<file path="config.mk">
export PLATFORM = sky130hd
export DESIGN_NAME = lmsm_sequencer_flat
export DESIGN_NICKNAME = d
export VERILOG_FILES = /design/src/rtl/lmsm_pkg.sv /design/src/rtl/lmsm_sequencer_if.sv /design/src/rtl/lmsm_prio_enc.sv /design/src/rtl/lmsm_sequencer.sv /design/src/flat_wrapper.sv
export SDC_FILE = /design/constraint.sdc
export NUM_CORES = 1
export LEC_CHECK = 0
export CORE_MARGIN = 8
export CORE_UTILIZATION = 35
export CTS_CLUSTER_DIAMETER = 60
export CTS_CLUSTER_SIZE = 40
export DETAILED_ROUTE_END_ITERATION = 10
export PLACE_DENSITY_LB_ADDON = 0.2
export SLEW_MARGIN = 5
export SYNTH_ARGS = -nofsm -noshare
export SYNTH_HDL_FRONTEND = slang
export SYNTH_SLANG_ARGS = --single-unit
</file>
<file path="constraint.sdc">
create_clock -name clk -period 3.3 [get_ports clk]
set_input_delay 0.99 -clock clk [delete_from_list [all_inputs] [get_ports clk]]
set_output_delay 0.99 -clock clk [all_outputs]
set_load 0.03 [all_outputs]
</file>
<file path="src/rtl/lmsm_pkg.sv">
// Shared types and helpers for the LM/SM multi-register sequencer.
package lmsm_pkg;

  localparam int DEFAULT_DATA_W = 16;
  localparam int DEFAULT_ADDR_W = 16;
  localparam int DEFAULT_NREGS  = 8;

  typedef enum logic [1:0] {
    IDLE  = 2'd0,
    ISSUE = 2'd1,
    WB    = 2'd2,
    DONE  = 2'd3
  } lmsm_state_e;

  // Index of the lowest set bit; 0 when the mask is empty (callers qualify with |mask).
  function automatic logic [2:0] lowest_set_idx(input logic [DEFAULT_NREGS-1:0] mask);
    logic [2:0] idx;
    idx = 3'd0;
    for (int i = DEFAULT_NREGS - 1; i >= 0; i--) begin
      if (mask[i]) idx = 3'(i);
    end
    return idx;
  endfunction

endpackage

</file>
<file path="src/rtl/lmsm_sequencer_if.sv">
// Memory request/acknowledge port shared by the sequencer and the memory side.
interface lmsm_sequencer_if
  import lmsm_pkg::*;
#(
  parameter int DATA_W = DEFAULT_DATA_W,
  parameter int ADDR_W = DEFAULT_ADDR_W
);

  logic              mem_req;
  logic              mem_we;
  logic [ADDR_W-1:0] mem_addr;
  logic [DATA_W-1:0] mem_wdata;
  logic [DATA_W-1:0] mem_rdata;
  logic              mem_ack;

  modport master (
    output mem_req, mem_we, mem_addr, mem_wdata,
    input  mem_rdata, mem_ack
  );

  modport slave (
    input  mem_req, mem_we, mem_addr, mem_wdata,
    output mem_rdata, mem_ack
  );

endinterface

</file>
<file path="src/rtl/lmsm_prio_enc.sv">
// Combinational 8->3 lowest-set-bit priority encoder; picks the next register to move.
module lmsm_prio_enc
  import lmsm_pkg::*;
(
  input  logic [DEFAULT_NREGS-1:0] mask,
  output logic [2:0]               idx,
  output logic                     valid
);

  assign idx   = lowest_set_idx(mask);
  assign valid = |mask;

endmodule

</file>
<file path="src/rtl/lmsm_sequencer.sv">
// LM/SM register-mask walker: moves one word per set mask bit between RF and memory.
module lmsm_sequencer
  import lmsm_pkg::*;
#(
  parameter int DATA_W = DEFAULT_DATA_W,
  parameter int ADDR_W = DEFAULT_ADDR_W,
  parameter int NREGS  = DEFAULT_NREGS
)(
  input  logic              clk,
  input  logic              proc_rst,
  input  logic              start,
  input  logic              is_store,
  input  logic [ADDR_W-1:0] base_addr,
  input  logic [NREGS-1:0]  reg_mask,
  input  logic [DATA_W-1:0] rf_rdata,
  output logic              busy,
  output logic              done,
  output logic [2:0]        rf_addr,
  output logic              rf_wen,
  output logic [DATA_W-1:0] rf_wdata,
  output logic [3:0]        xfer_count,
  lmsm_sequencer_if.master  mem
);

  lmsm_state_e       state;
  lmsm_state_e       next_state;
  logic              op;
  logic [ADDR_W-1:0] addr_ptr;
  logic [NREGS-1:0]  mask_rem;
  logic [NREGS-1:0]  cur_bit;
  logic [NREGS-1:0]  mask_cleared;
  logic [DATA_W-1:0] ld_data;
  logic [3:0]        xfer_cnt;
  logic [2:0]        cur_idx;
  logic              idx_valid;
  logic              last;

  lmsm_prio_enc u_prio_enc (
    .mask  (mask_rem),
    .idx   (cur_idx),
    .valid (idx_valid)
  );

  // Remaining mask once the register being serviced is retired.
  always_comb begin
    cur_bit          = '0;
    cur_bit[cur_idx] = 1'b1;
    mask_cleared     = idx_valid ? (mask_rem & ~cur_bit) : mask_rem;
  end

  assign last       = (mask_cleared == '0);
  assign xfer_count = xfer_cnt;

  // State register; reset forces IDLE so mem_req/rf_wen drop without a clock.
  always_ff @(posedge clk or negedge proc_rst) begin
    if (!proc_rst) state <= IDLE;
    else           state <= next_state;
  end

  // Next-state: SM chains back-to-back issues, LM inserts a WB after each ack.
  always_comb begin
    next_state = state;
    case (state)
      IDLE:    if (start) next_state = (reg_mask != '0) ? ISSUE : DONE;
      ISSUE:   if (mem.mem_ack) begin
                 if (op) next_state = last ? DONE : ISSUE;
                 else    next_state = WB;
               end
      WB:      next_state = last ? DONE : ISSUE;
      DONE:    next_state = IDLE;
      default: next_state = IDLE;
    endcase
  end

  // Transfer context: captured at start, advanced on each completed word.
  always_ff @(posedge clk or negedge proc_rst) begin
    if (!proc_rst) begin
      op       <= 1'b0;
      addr_ptr <= '0;
      mask_rem <= '0;
      ld_data  <= '0;
      xfer_cnt <= '0;
    end else begin
      case (state)
        IDLE: if (start) begin
          op       <= is_store;
          addr_ptr <= base_addr;
          mask_rem <= reg_mask;
          xfer_cnt <= '0;
        end
        ISSUE: if (mem.mem_ack) begin
          if (op) begin
            mask_rem <= mask_cleared;
            addr_ptr <= addr_ptr + ADDR_W'(1);
            xfer_cnt <= xfer_cnt + 4'd1;
          end else begin
            ld_data  <= mem.mem_rdata;
          end
        end
        WB: begin
          mask_rem <= mask_cleared;
          addr_ptr <= addr_ptr + ADDR_W'(1);
          xfer_cnt <= xfer_cnt + 4'd1;
        end
        default: ;
      endcase
    end
  end

  // Outputs decoded purely from state so request and write-back never overlap.
  always_comb begin
    busy          = (state != IDLE);
    done          = (state == DONE);
    rf_addr       = 3'd0;
    rf_wen        = 1'b0;
    rf_wdata      = '0;
    mem.mem_req   = 1'b0;
    mem.mem_we    = 1'b0;
    mem.mem_addr  = '0;
    mem.mem_wdata = '0;
    case (state)
      ISSUE: begin
        mem.mem_req   = 1'b1;
        mem.mem_we    = op;
        mem.mem_addr  = addr_ptr;
        mem.mem_wdata = rf_rdata;
        rf_addr       = cur_idx;
      end
      WB: begin
        rf_wen   = 1'b1;
        rf_addr  = cur_idx;
        rf_wdata = ld_data;
      end
      default: ;
    endcase
  end

endmodule
</file>
<file path="src/flat_wrapper.sv">
// flat-port wrapper written by rule: the top's interface ports become plain ports
module lmsm_sequencer_flat import lmsm_pkg::*;
#(
  parameter int DATA_W = DEFAULT_DATA_W,
  parameter int ADDR_W = DEFAULT_ADDR_W,
  parameter int NREGS  = DEFAULT_NREGS
)
  (clk, proc_rst, start, is_store, base_addr, reg_mask, rf_rdata, busy, done, rf_addr, rf_wen, rf_wdata, xfer_count, mem_mem_req, mem_mem_we, mem_mem_addr, mem_mem_wdata, mem_mem_rdata, mem_mem_ack);
  lmsm_sequencer_if #(.DATA_W(DATA_W), .ADDR_W(ADDR_W)) mem_i ();
  input  logic clk;
  input  logic proc_rst;
  input  logic start;
  input  logic is_store;
  input  logic [ADDR_W-1:0] base_addr;
  input  logic [NREGS-1:0] reg_mask;
  input  logic [DATA_W-1:0] rf_rdata;
  output logic busy;
  output logic done;
  output logic [2:0] rf_addr;
  output logic rf_wen;
  output logic [DATA_W-1:0] rf_wdata;
  output logic [3:0] xfer_count;
  output wire logic [$bits(mem_i.mem_req)-1:0] mem_mem_req;
  output wire logic [$bits(mem_i.mem_we)-1:0] mem_mem_we;
  output wire logic [$bits(mem_i.mem_addr)-1:0] mem_mem_addr;
  output wire logic [$bits(mem_i.mem_wdata)-1:0] mem_mem_wdata;
  input wire logic [$bits(mem_i.mem_rdata)-1:0] mem_mem_rdata;
  input wire logic [$bits(mem_i.mem_ack)-1:0] mem_mem_ack;
  assign mem_mem_req = mem_i.mem_req;
  assign mem_mem_we = mem_i.mem_we;
  assign mem_mem_addr = mem_i.mem_addr;
  assign mem_mem_wdata = mem_i.mem_wdata;
  assign mem_i.mem_rdata = mem_mem_rdata;
  assign mem_i.mem_ack = mem_mem_ack;
  lmsm_sequencer #(.DATA_W(DATA_W), .ADDR_W(ADDR_W), .NREGS(NREGS)) u_core (.clk(clk), .proc_rst(proc_rst), .start(start), .is_store(is_store), .base_addr(base_addr), .reg_mask(reg_mask), .rf_rdata(rf_rdata), .busy(busy), .done(done), .rf_addr(rf_addr), .rf_wen(rf_wen), .rf_wdata(rf_wdata), .xfer_count(xfer_count), .mem(mem_i));
endmodule
</file>
==> flow_summary_export.csv, run 1 <==
group,metric,value,unit
clock_network,clock-sinks,47,
clock_network,cts_tree,"done",
floorplan,num_rows,33,
global_routing,top_usage_layer,"met2",
logic_synthesis,ys.warnings.count,0,
placed_design,io_buffers,120,
clock_network,cts_root_buf,"clkbuf_8",
pwr,powerDensity,1060,nW/um^2
pwr,ir_drop,0.454,mV
detailed_routing,first_pass_iters,4,
clock_network,clk_pin_slew_worst_paths,0.09,ns
worst_setup_path,worstSetupPathType,"in2out",
logic_synthesis,yosys.area.top_type,"dfrtp_1",
logic_synthesis,ys_seq_elements,47,
logic_synthesis,yosys-top-cells-area,"dfrtp_1, and2_1, mux2_2",
detailed_routing,drcViolationCount,0,
timing,rsz0062_at_grt,"no",
clock_network,htree_levels,2,
global_routing,grt_overflow,0,
floorplan,dieArea,11500,sq um
global_routing,grt_antenna_before_repair,0,
logic_synthesis,yosysSeqAreaShare,0.403,
final_layout,nets,508,
detailed_routing,vias_per_cell,5.24,
logic_synthesis,synth_edf_count,0,
clock_network,cts_buffers,5,
detailed_routing,num_vias,2869,
global_routing,grt_pass1_vias,2921,
timing,skew,0.00694,ns
logic_synthesis,netlist.area_leader.share,0.403,
clock_network,cts_setup_buffers,0,
global_routing,global_route.usage.met3,0.0353,
worst_setup_path,cp_max_fo,1,
clock_network,cts_buffer_depth,2,
placed_design,dpl.hpwl,6.78,mm
floorplan,die_w,107,um
worst_setup_path,startpoint_type,"input port",
global_routing,grt_max_degree,44,
detailed_routing,drt_first_iter_violations,111,
floorplan,io_pins,121,
timing,relSlewSlack,0.440,
logic_synthesis,avgSynthCellArea,8.90,sq um
timing,setup_viol,0,
timing,final.period_utilization,0.982,
logic_synthesis,syn_nets,395,
logic_synthesis,synthFlopType,"dfrtp_1",
timing,final-max-slew-violation-count,0,
detailed_routing,wire_per_inst,16.3,um
placed_design,gp_congestion,0.844,
timing,worstMarginPinSlew,0.838,ns
flow_run,maxCapViolations,0,
worst_setup_path,cp.required,2.31,ns
worst_setup_path,critPathArrivalTime,2.25,ns
hold_path,worstHoldPathType,"reg2reg",
timing,hold_viol,0,
floorplan,initial_core_util,0.359,
detailed_routing,wl,8.94,mm
final_layout,mostFrequentLayoutCell,"clkdlybuf4s50_1",
pwr,leakage,1.87,nW
logic_synthesis,async_flop_share,1.00,
logic_synthesis,netlist_area,2920,sq um
final_layout,antennaDiodeCount,0,
detailed_routing,antenna_left,0,
worst_setup_path,cp-end-kind,"output port",
logic_synthesis,syn_inst,328,
status,outcome,"finished clean",
timing,fmax,309,MHz
final_layout,drive_gt1_frac,0.0995,
final_layout,mostFrequentLayoutCells,"clkdlybuf4s50_1, and2_1, dfrtp_1, nand2_1, a21oi_1",
global_routing,grt_use_met1,0.186,
floorplan,die_y,107,um
final_layout,syn_to_final_growth,49.1,%
clock_network,clk_latency,0.30,ns
timing,tns,0,ns
global_routing,grt_pass1_wl,14.7,mm
floorplan,fp.coreArea,8130,sq um
final_layout,fin_util,0.535,
global_routing,globalRouteTotalUtil,0.157,
logic_synthesis,synth_cell_types,45,
timing,fin_crit,3.24,ns
global_routing,gr-usage-met2,0.271,
-- synthesized netlist by cell type (all sizes together), types with 3 or more instances --
master / count
a22o: 5
o21ai: 18
nand4b: 3
nor4: 10
mux2i: 5
nor3: 7
nor2: 11
a21oi: 23
ha: 6
o22ai: 7
nand3: 13
a2bb2oi: 3
clkbuf: 20
or4: 4
and3: 3
dfrtp: 47
nand4: 5
nand2b: 3
and2: 50
mux2: 18
nand2: 27
inv: 12
-- metal layers --
layer / up-vias / wire (um) / part of all wire
li1: 1389 / - / -
met1: 1389 / 3690 / 0.41
met2: 78 / 4510 / 0.50
met3: 13 / 571 / 0.064
met4: 0 / 164 / 0.018
met5: - / 0 / 0
-- cells by family (layout without fill, tap and decap cells) --
kind of cell / count (synthesis) / in the layout / synth area share
simple gates: 145 / 145 / 0.278
compound gates: 72 / 72 / 0.154
flops: 47 / 47 / 0.403
buf+inv: 34 / 148 / 0.0489
mux: 23 / 23 / 0.0866
fa+ha+maj: 7 / 7 / 0.0296
-- registers in the layout, summed over array words and instances, names as in the netlist --
name / count
u_core.state: 2
u_core.ld_data: 16
u_core.xfer_count: 4
u_core.mask_rem: 8
u_core.op: 1
u_core.addr_ptr: 16
-- critical path, cell delays in order --
cell and delay, ns:
clkdlybuf4s50_1 0.47, and2_1 0.12, clkdlybuf4s50_1 0.66
-- timing repair --
| action | 4_1_cts | 5_1_grt |
|---|---|---|
| hold buffers | 0 | 0 |
| endpoints found under the setup margin | 0 | 28 |
| gates resized for setup | 0 | 8 |
-- where the power goes --
| group | switching [mW] | total (mW) | internal [mW] |
|---|---|---|---|
| Clock | 0.205 | 0.431 | 0.226 |
| Sequential | 0.300 | 1.16 | 0.864 |
| Combinational | 1.69 | 3.00 | 1.31 |
-- cell type report --
type                       count  area (sq um)
sequential                    47          1180
timing repair buffer         128          1280
inverter                      12          45.0
clock inverter                 3          43.8
fill                         760          3780
tap                          105           131
clock buffer                   5          68.8
multi-input combinational    247          1610
-- path summary, 6_finish.rpt --
check | startpoint | endpoint | slack, ns | cells after the start
max | rf_rdata[9] | mem_mem_wdata[9] | 0.06 | 3
min | u_core.ld_data[4] | u_core.ld_data[4] | 0.50 | 1
max reg2reg | u_core.state[1] | u_core.ld_data[2] | 1.09 | 5
min reg2reg | u_core.ld_data[4] | u_core.ld_data[4] | 0.50 | 1
max in group asynchronous | proc_rst | u_core.op | 1.91 | 2
min in group asynchronous | proc_rst | u_core.ld_data[1] | 0.64 | 1
-- per-stage QoR --
| step | instances | hold WS, ns | power, mW | setup slack [ns] | cell area [sq um] |
|---|---|---|---|---|---|
| 4_1_cts | 547 | 0.509 | 4.65 | 0.00369 | 4330 |
| 5_1_grt | 547 | 0.527 | 4.98 | 0.00933 | 4350 |
| 2_1_floorplan | 328 | 0.471 | 3.14 | 0.297 | 2920 |
| 3_3_place_gp | 539 | 0.478 | 4.15 | 0.0589 | 4220 |
| 3_5_place_dp | 539 | 0.486 | 4.20 | 0.0481 | 4220 |
| 6_report | 547 | 0.504 | 4.60 | 0.0599 | 4350 |
Power figures use the tool's default switching activity.
==> run 2, diff against run 1 <==
CORE_MARGIN = not set   (was 8)
==> run 2 against run 1 <==
Combinational power barely moved. Design area decreased by 1.3%. Sequential share of layout area grew 0.35 points. Register-to-register slack got worse by 0.07 ns. Clock power shrank 15%. Largest cell class unchanged. Largest power group unchanged.
==> flow_summary_export.csv, run 2 (synthesis results as in run 1) <==
group,metric,value,unit
global_routing,grt_max_degree,44,
clock_network,cts_tree,"done",
timing,setup_viol,0,
detailed_routing,drt_first_iter_violations,73,
clock_network,cts_root_buf,"clkbuf_8",
timing,final.setup.worst_slack,0.0622,ns
clock_network,clk_pin_slew_worst_paths,0.10,ns
detailed_routing,wire_per_inst,15.0,um
pwr,p_clk_frac,0.081,
timing,tns,0,ns
worst_setup_path,r2r_slack,1.02,ns
clock_network,clock-sinks,47,
pwr,power_switching,2.19,mW
worst_setup_path,crit_family,"buffers and inverters",
floorplan,dieArea,8710,sq um
clock_network,cts_buffer_depth,2,
final_layout,antennaDiodeCount,0,
detailed_routing,wl,8.11,mm
placed_design,placed_cell_area,4200,sq um
detailed_routing,drcViolationCount,0,
placed_design,dpl.hpwl,5.91,mm
hold_path,min_to,"u_core.ld_data[10]",
final_layout,top_regs,"u_core.addr_ptr x16, u_core.ld_data x16, u_core.mask_rem x8",
worst_setup_path,reg2reg_from,"u_core.state[1]",
clock_network,htree_levels,2,
worst_setup_path,cp_max_fo,1,
detailed_routing,num_vias,2830,
final_layout,drive_gt1_frac,0.0977,
floorplan,fp.coreArea,7890,sq um
floorplan,initial_core_util,0.370,
pwr,ir_drop,0.450,mV
worst_setup_path,rr_worst_depth,5,
pwr,p_seq_frac,0.258,
hold_path,worstHoldPathType,"reg2reg",
worst_setup_path,rr_endpoint,"u_core.ld_data[11]",
final_layout,multiInputGateArea,1610,sq um
floorplan,die_w,93.3,um
worst_setup_path,worst-path-buf-inv,2,
detailed_routing,first_pass_iters,4,
final_layout,syn_to_final_growth,47.2,%
worst_setup_path,path_common_cell,"clkdlybuf4s50_1",
pwr,switching_share,0.486,
hold_path,hold_start,"u_core.ld_data[10]",
timing,final-max-slew-violation-count,0,
global_routing,grt_antenna_before_repair,0,
timing,rsz0062_at_grt,"no",
timing,fin_crit,3.24,ns
final_layout,final_design_area_no_fill,4300,sq um
pwr,p_int,2.31,mW
final_layout,mostFrequentLayoutCells,"clkdlybuf4s50_1, and2_1, dfrtp_1, nand2_1, a21oi_1",
final_layout,fill_cells,741,
worst_setup_path,worstSetupPathType,"in2out",
timing,relSlewSlack,0.422,
hold_path,holdPathStages,1,
worst_setup_path,crit_path_max_incr_delay,0.66,ns
placed_design,dp.cells,534,
global_routing,grt_pass1_vias,2735,
pwr,powerDensity,1050,nW/um^2
floorplan,num_rows,32,
timing,hold_viol,0,
detailed_routing,vias_per_cell,5.22,
floorplan,die_y,93.3,um
timing,worstMarginPinSlew,0.865,ns
global_routing,grt_overflow,0,
timing,skew,0.00569,ns
final_layout,nets,506,
placed_design,pre_cts_slack,0.0473,ns
final_layout,finalNonFillerCells,542,
worst_setup_path,cp-end-kind,"output port",
worst_setup_path,critPathArrivalTime,2.25,ns
final_layout,regArea,1180,sq um
worst_setup_path,worstPathCellList,"clkdlybuf4s50_1 > and2_1 > clkdlybuf4s50_1",
placed_design,io_buffers,120,
clock_network,cts_buffers,5,
pwr,leakage,1.76,nW
detailed_routing,antenna_left,0,
placed_design,gp_congestion,0.824,
floorplan,io_pins,121,
worst_setup_path,cp_slowest_cell,"clkdlybuf4s50_1",
global_routing,globalRouteTotalUtil,0.191,
timing,fmax,309,MHz
worst_setup_path,startpoint_type,"input port",
clock_network,clk_latency,0.30,ns
pwr,comb_power_share,0.661,
flow_run,maxCapViolations,0,
status,outcome,"finished clean",
timing,whs,0.507,ns
timing,final.period_utilization,0.981,
global_routing,grt_pass1_wl,13.3,mm
worst_setup_path,cp.required,2.31,ns
final_layout,mostFrequentLayoutCell,"clkdlybuf4s50_1",
## run 2: power groups by stage
stage,Sequential (mW),Combinational (mW),Clock (mW)
final,1.16,2.97,0.365
after global routing,1.20,3.24,0.404
after CTS,1.15,3.00,0.378
after detailed placement,1.16,2.99,0
after global placement,1.15,2.94,0
after floorplan,1.10,2.04,0
## run 2: per-stage QoR
step / power [mW] / util
after floorplan: 3.14 / -
after global placement: 4.09 / 0.533
after detailed placement: 4.15 / 0.533
after CTS: 4.53 / 0.544
after global routing: 4.85 / 0.545
final: 4.49 / 0.545
## run 2: how the worst max path moves through the flow
stage / startpoint / endpoint / slack (ns) / cells after the start
2_1_floorplan: u_core.state[0] / rf_addr[0] / 0.30 / 6
3_5_place_dp: rf_rdata[12] / mem_mem_wdata[12] / 0.05 / 3
3_3_place_gp: rf_rdata[12] / mem_mem_wdata[12] / 0.06 / 3
5_1_grt: rf_rdata[11] / mem_mem_wdata[11] / 0.01 / 3
6_report: rf_rdata[12] / mem_mem_wdata[12] / 0.06 / 3
4_1_cts: u_core.state[0] / rf_wdata[5] / 0.01 / 4
## run 2: layout make-up
class	instances	share of cell area
inverter	12	0.0105
timing repair buffer	126	0.290
clock buffer	5	0.0160
tap	102	0.0297
sequential	47	0.274
multi-input combinational	247	0.375
clock inverter	3	0.00553
## run 2: repair_timing
| item | in CTS | in global routing |
|---|---|---|
| hold buffers | 0 | 0 |
| setup buffers | 0 | 0 |
| gates resized for setup | 0 | 2 |
| setup endpoints to repair | 0 | 39 |
## run 2: metal layers
metal	GRT usage	wire, um
met5	0	0
met4	0.0564	169
met2	0.328	4050
met1	0.245	3470
met3	0.0325	418
==> run 3, diff against run 2 <==
CORE_UTILIZATION = 43   (was 35)
==> run 3 against run 2 <==
Largest power group unchanged. Global-route usage is 3.7 points higher. Sequential share of layout area is 0.064 points higher. Clock power is 5% higher. The run now ends with DRC left. Core utilization is 12 points higher.
==> flow_summary_export.csv, run 3 (synthesis results as in run 1) <==
group,metric,value,unit
status,outcome,"finished, violations left",
status,violations,"DRC",
timing,fin_crit,3.23,ns
final_layout,mostFrequentLayoutCell,"clkdlybuf4s50_1",
global_routing,grt_overflow,0,
timing,tns,0,ns
worst_setup_path,cp_max_fo,1,
detailed_routing,vias_per_cell,5.53,
clock_network,cts_root_buf,"clkbuf_8",
hold_path,min_to,"u_core.ld_data[7]",
detailed_routing,antenna_left,0,
placed_design,io_buffers,120,
worst_setup_path,worstSetupPathType,"in2out",
final_layout,antennaDiodeCount,0,
global_routing,grt_pass1_wl,13.0,mm
final_layout,syn_to_final_growth,46.9,%
hold_path,worstHoldPathType,"reg2reg",
timing,rsz0062_at_grt,"no",
detailed_routing,drt_first_iter_violations,137,
timing,final-max-slew-violation-count,0,
pwr,ir_drop,0.533,mV
detailed_routing,num_vias,2872,
clock_network,cts_buffer_depth,2,
timing,relSlewSlack,0.433,
global_routing,globalRouteTotalUtil,0.228,
worst_setup_path,cp.required,2.31,ns
floorplan,io_pins,121,
clock_network,clock-sinks,47,
final_layout,mostFrequentLayoutCells,"clkdlybuf4s50_1, and2_1, dfrtp_1, nand2_1, a21oi_1",
placed_design,gp_congestion,0.903,
clock_network,cts_buffers,5,
clock_network,cts_setup_buffers,0,
clock_network,htree_levels,2,
timing,skew,0.00588,ns
floorplan,dieArea,7120,sq um
detailed_routing,wire_per_inst,15.5,um
clock_network,cts_tree,"done",
worst_setup_path,rr_endpoint,"u_core.ld_data[8]",
global_routing,grt_max_degree,34,
clock_network,ctsHoldBuffers,0,
floorplan,die_y,84.4,um
final_layout,fill_cells,562,
floorplan,fp.coreArea,6460,sq um
pwr,total_power,4.53,mW
worst_setup_path,r2r_slack,1.02,ns
pwr,powerDensity,1060,nW/um^2
final_layout,nets,508,
timing,fmax,309,MHz
timing,setup_viol,0,
worst_setup_path,rr_worst_depth,5,
floorplan,initial_core_util,0.452,
final_layout,drive_gt1_frac,0.102,
detailed_routing,drcViolationCount,9,
timing,worstMarginPinSlew,0.847,ns
clock_network,clk_latency,0.31,ns
flow_run,maxCapViolations,0,
final_layout,fin_util,0.664,
worst_setup_path,startpoint_type,"input port",
hold_path,hold_start,"u_core.ld_data[7]",
pwr,leakage,1.79,nW
global_routing,grt_antenna_before_repair,0,
floorplan,die_w,84.4,um
placed_design,dpl.hpwl,5.85,mm
detailed_routing,first_pass_iters,9,
worst_setup_path,reg2reg_from,"u_core.state[1]",
hold_path,holdPathStages,1,
detailed_routing,wl,8.04,mm
global_routing,grt_pass1_vias,2779,
floorplan,num_rows,29,
worst_setup_path,cp-end-kind,"output port",
timing,final.period_utilization,0.980,
worst_setup_path,critPathArrivalTime,2.24,ns
clock_network,ctsResizeCount,0,
final_layout,top_regs,"u_core.addr_ptr x16, u_core.ld_data x16, u_core.mask_rem x8",
clock_network,clk_pin_slew_worst_paths,0.10,ns
final_layout,final_design_area_no_fill,4290,sq um
placed_design,placed_cell_area,4180,sq um
timing,hold_viol,0,
-- run 3: cell count changes in the layout (fill, tap and decap cells not counted), sizes merged --
cell and delta:
dlymetal6s2s +1, clkdlybuf4s50 -1, inv +1, clkinvlp -1, buf +2
-- run 3: per-layer routing --
| layer | vias to the layer above | track usage | wire length (um) |
|---|---|---|---|
| li1 | 1392 | - | - |
| met1 | 1359 | 0.277 | 3210 |
| met2 | 107 | 0.413 | 4170 |
| met3 | 14 | 0.0442 | 513 |
| met4 | 0 | 0.0647 | 134 |
| met5 | - | 0 | 0 |
-- run 3: metrics by stage --
step | hold WS [ns] | worst slack, ns | cells
2_1_floorplan | 0.471 | 0.297 | 328
3_3_place_gp | 0.479 | 0.0936 | 511
3_5_place_dp | 0.487 | 0.0541 | 511
4_1_cts | 0.512 | -0.00726 | 519
5_1_grt | 0.523 | 0.00202 | 519
6_report | 0.506 | 0.0653 | 519
-- run 3: worst max path at each step --
stage,startpoint,to,slack [ns],depth (start not counted)
5_1_grt,u_core.state[1],mem_mem_wdata[0],0.002,5
4_1_cts,u_core.state[0],rf_wdata[11],-0.007,4
3_5_place_dp,rf_rdata[6],mem_mem_wdata[6],0.05,3
6_report,rf_rdata[2],mem_mem_wdata[2],0.07,3
3_3_place_gp,rf_rdata[12],mem_mem_wdata[12],0.09,3
2_1_floorplan,u_core.state[0],rf_addr[0],0.30,6
-- run 3: report_power, final --
group	total [mW]	switching [mW]	internal, mW
registers	1.16	0.299	0.864
logic	2.99	1.68	1.31
clock network	0.383	0.225	0.157
total	4.53	2.21	2.33
-- run 3: critical path, stage by stage --
cell	delay, ns
clkdlybuf4s50_1	0.46
and2_1	0.13
clkdlybuf4s50_1	0.66
-- run 3: cell type report --
cell class,instances,area [sq um],share of cell area
Tap cell,77,96.3,0.0225
Sequential cell,47,1180,0.274
Clock buffer,5,68.8,0.0160
Timing Repair Buffer,128,1260,0.295
Clock inverter,3,27.5,0.00642
Multi-Input combinational cell,247,1610,0.376
Inverter,12,45.0,0.0105
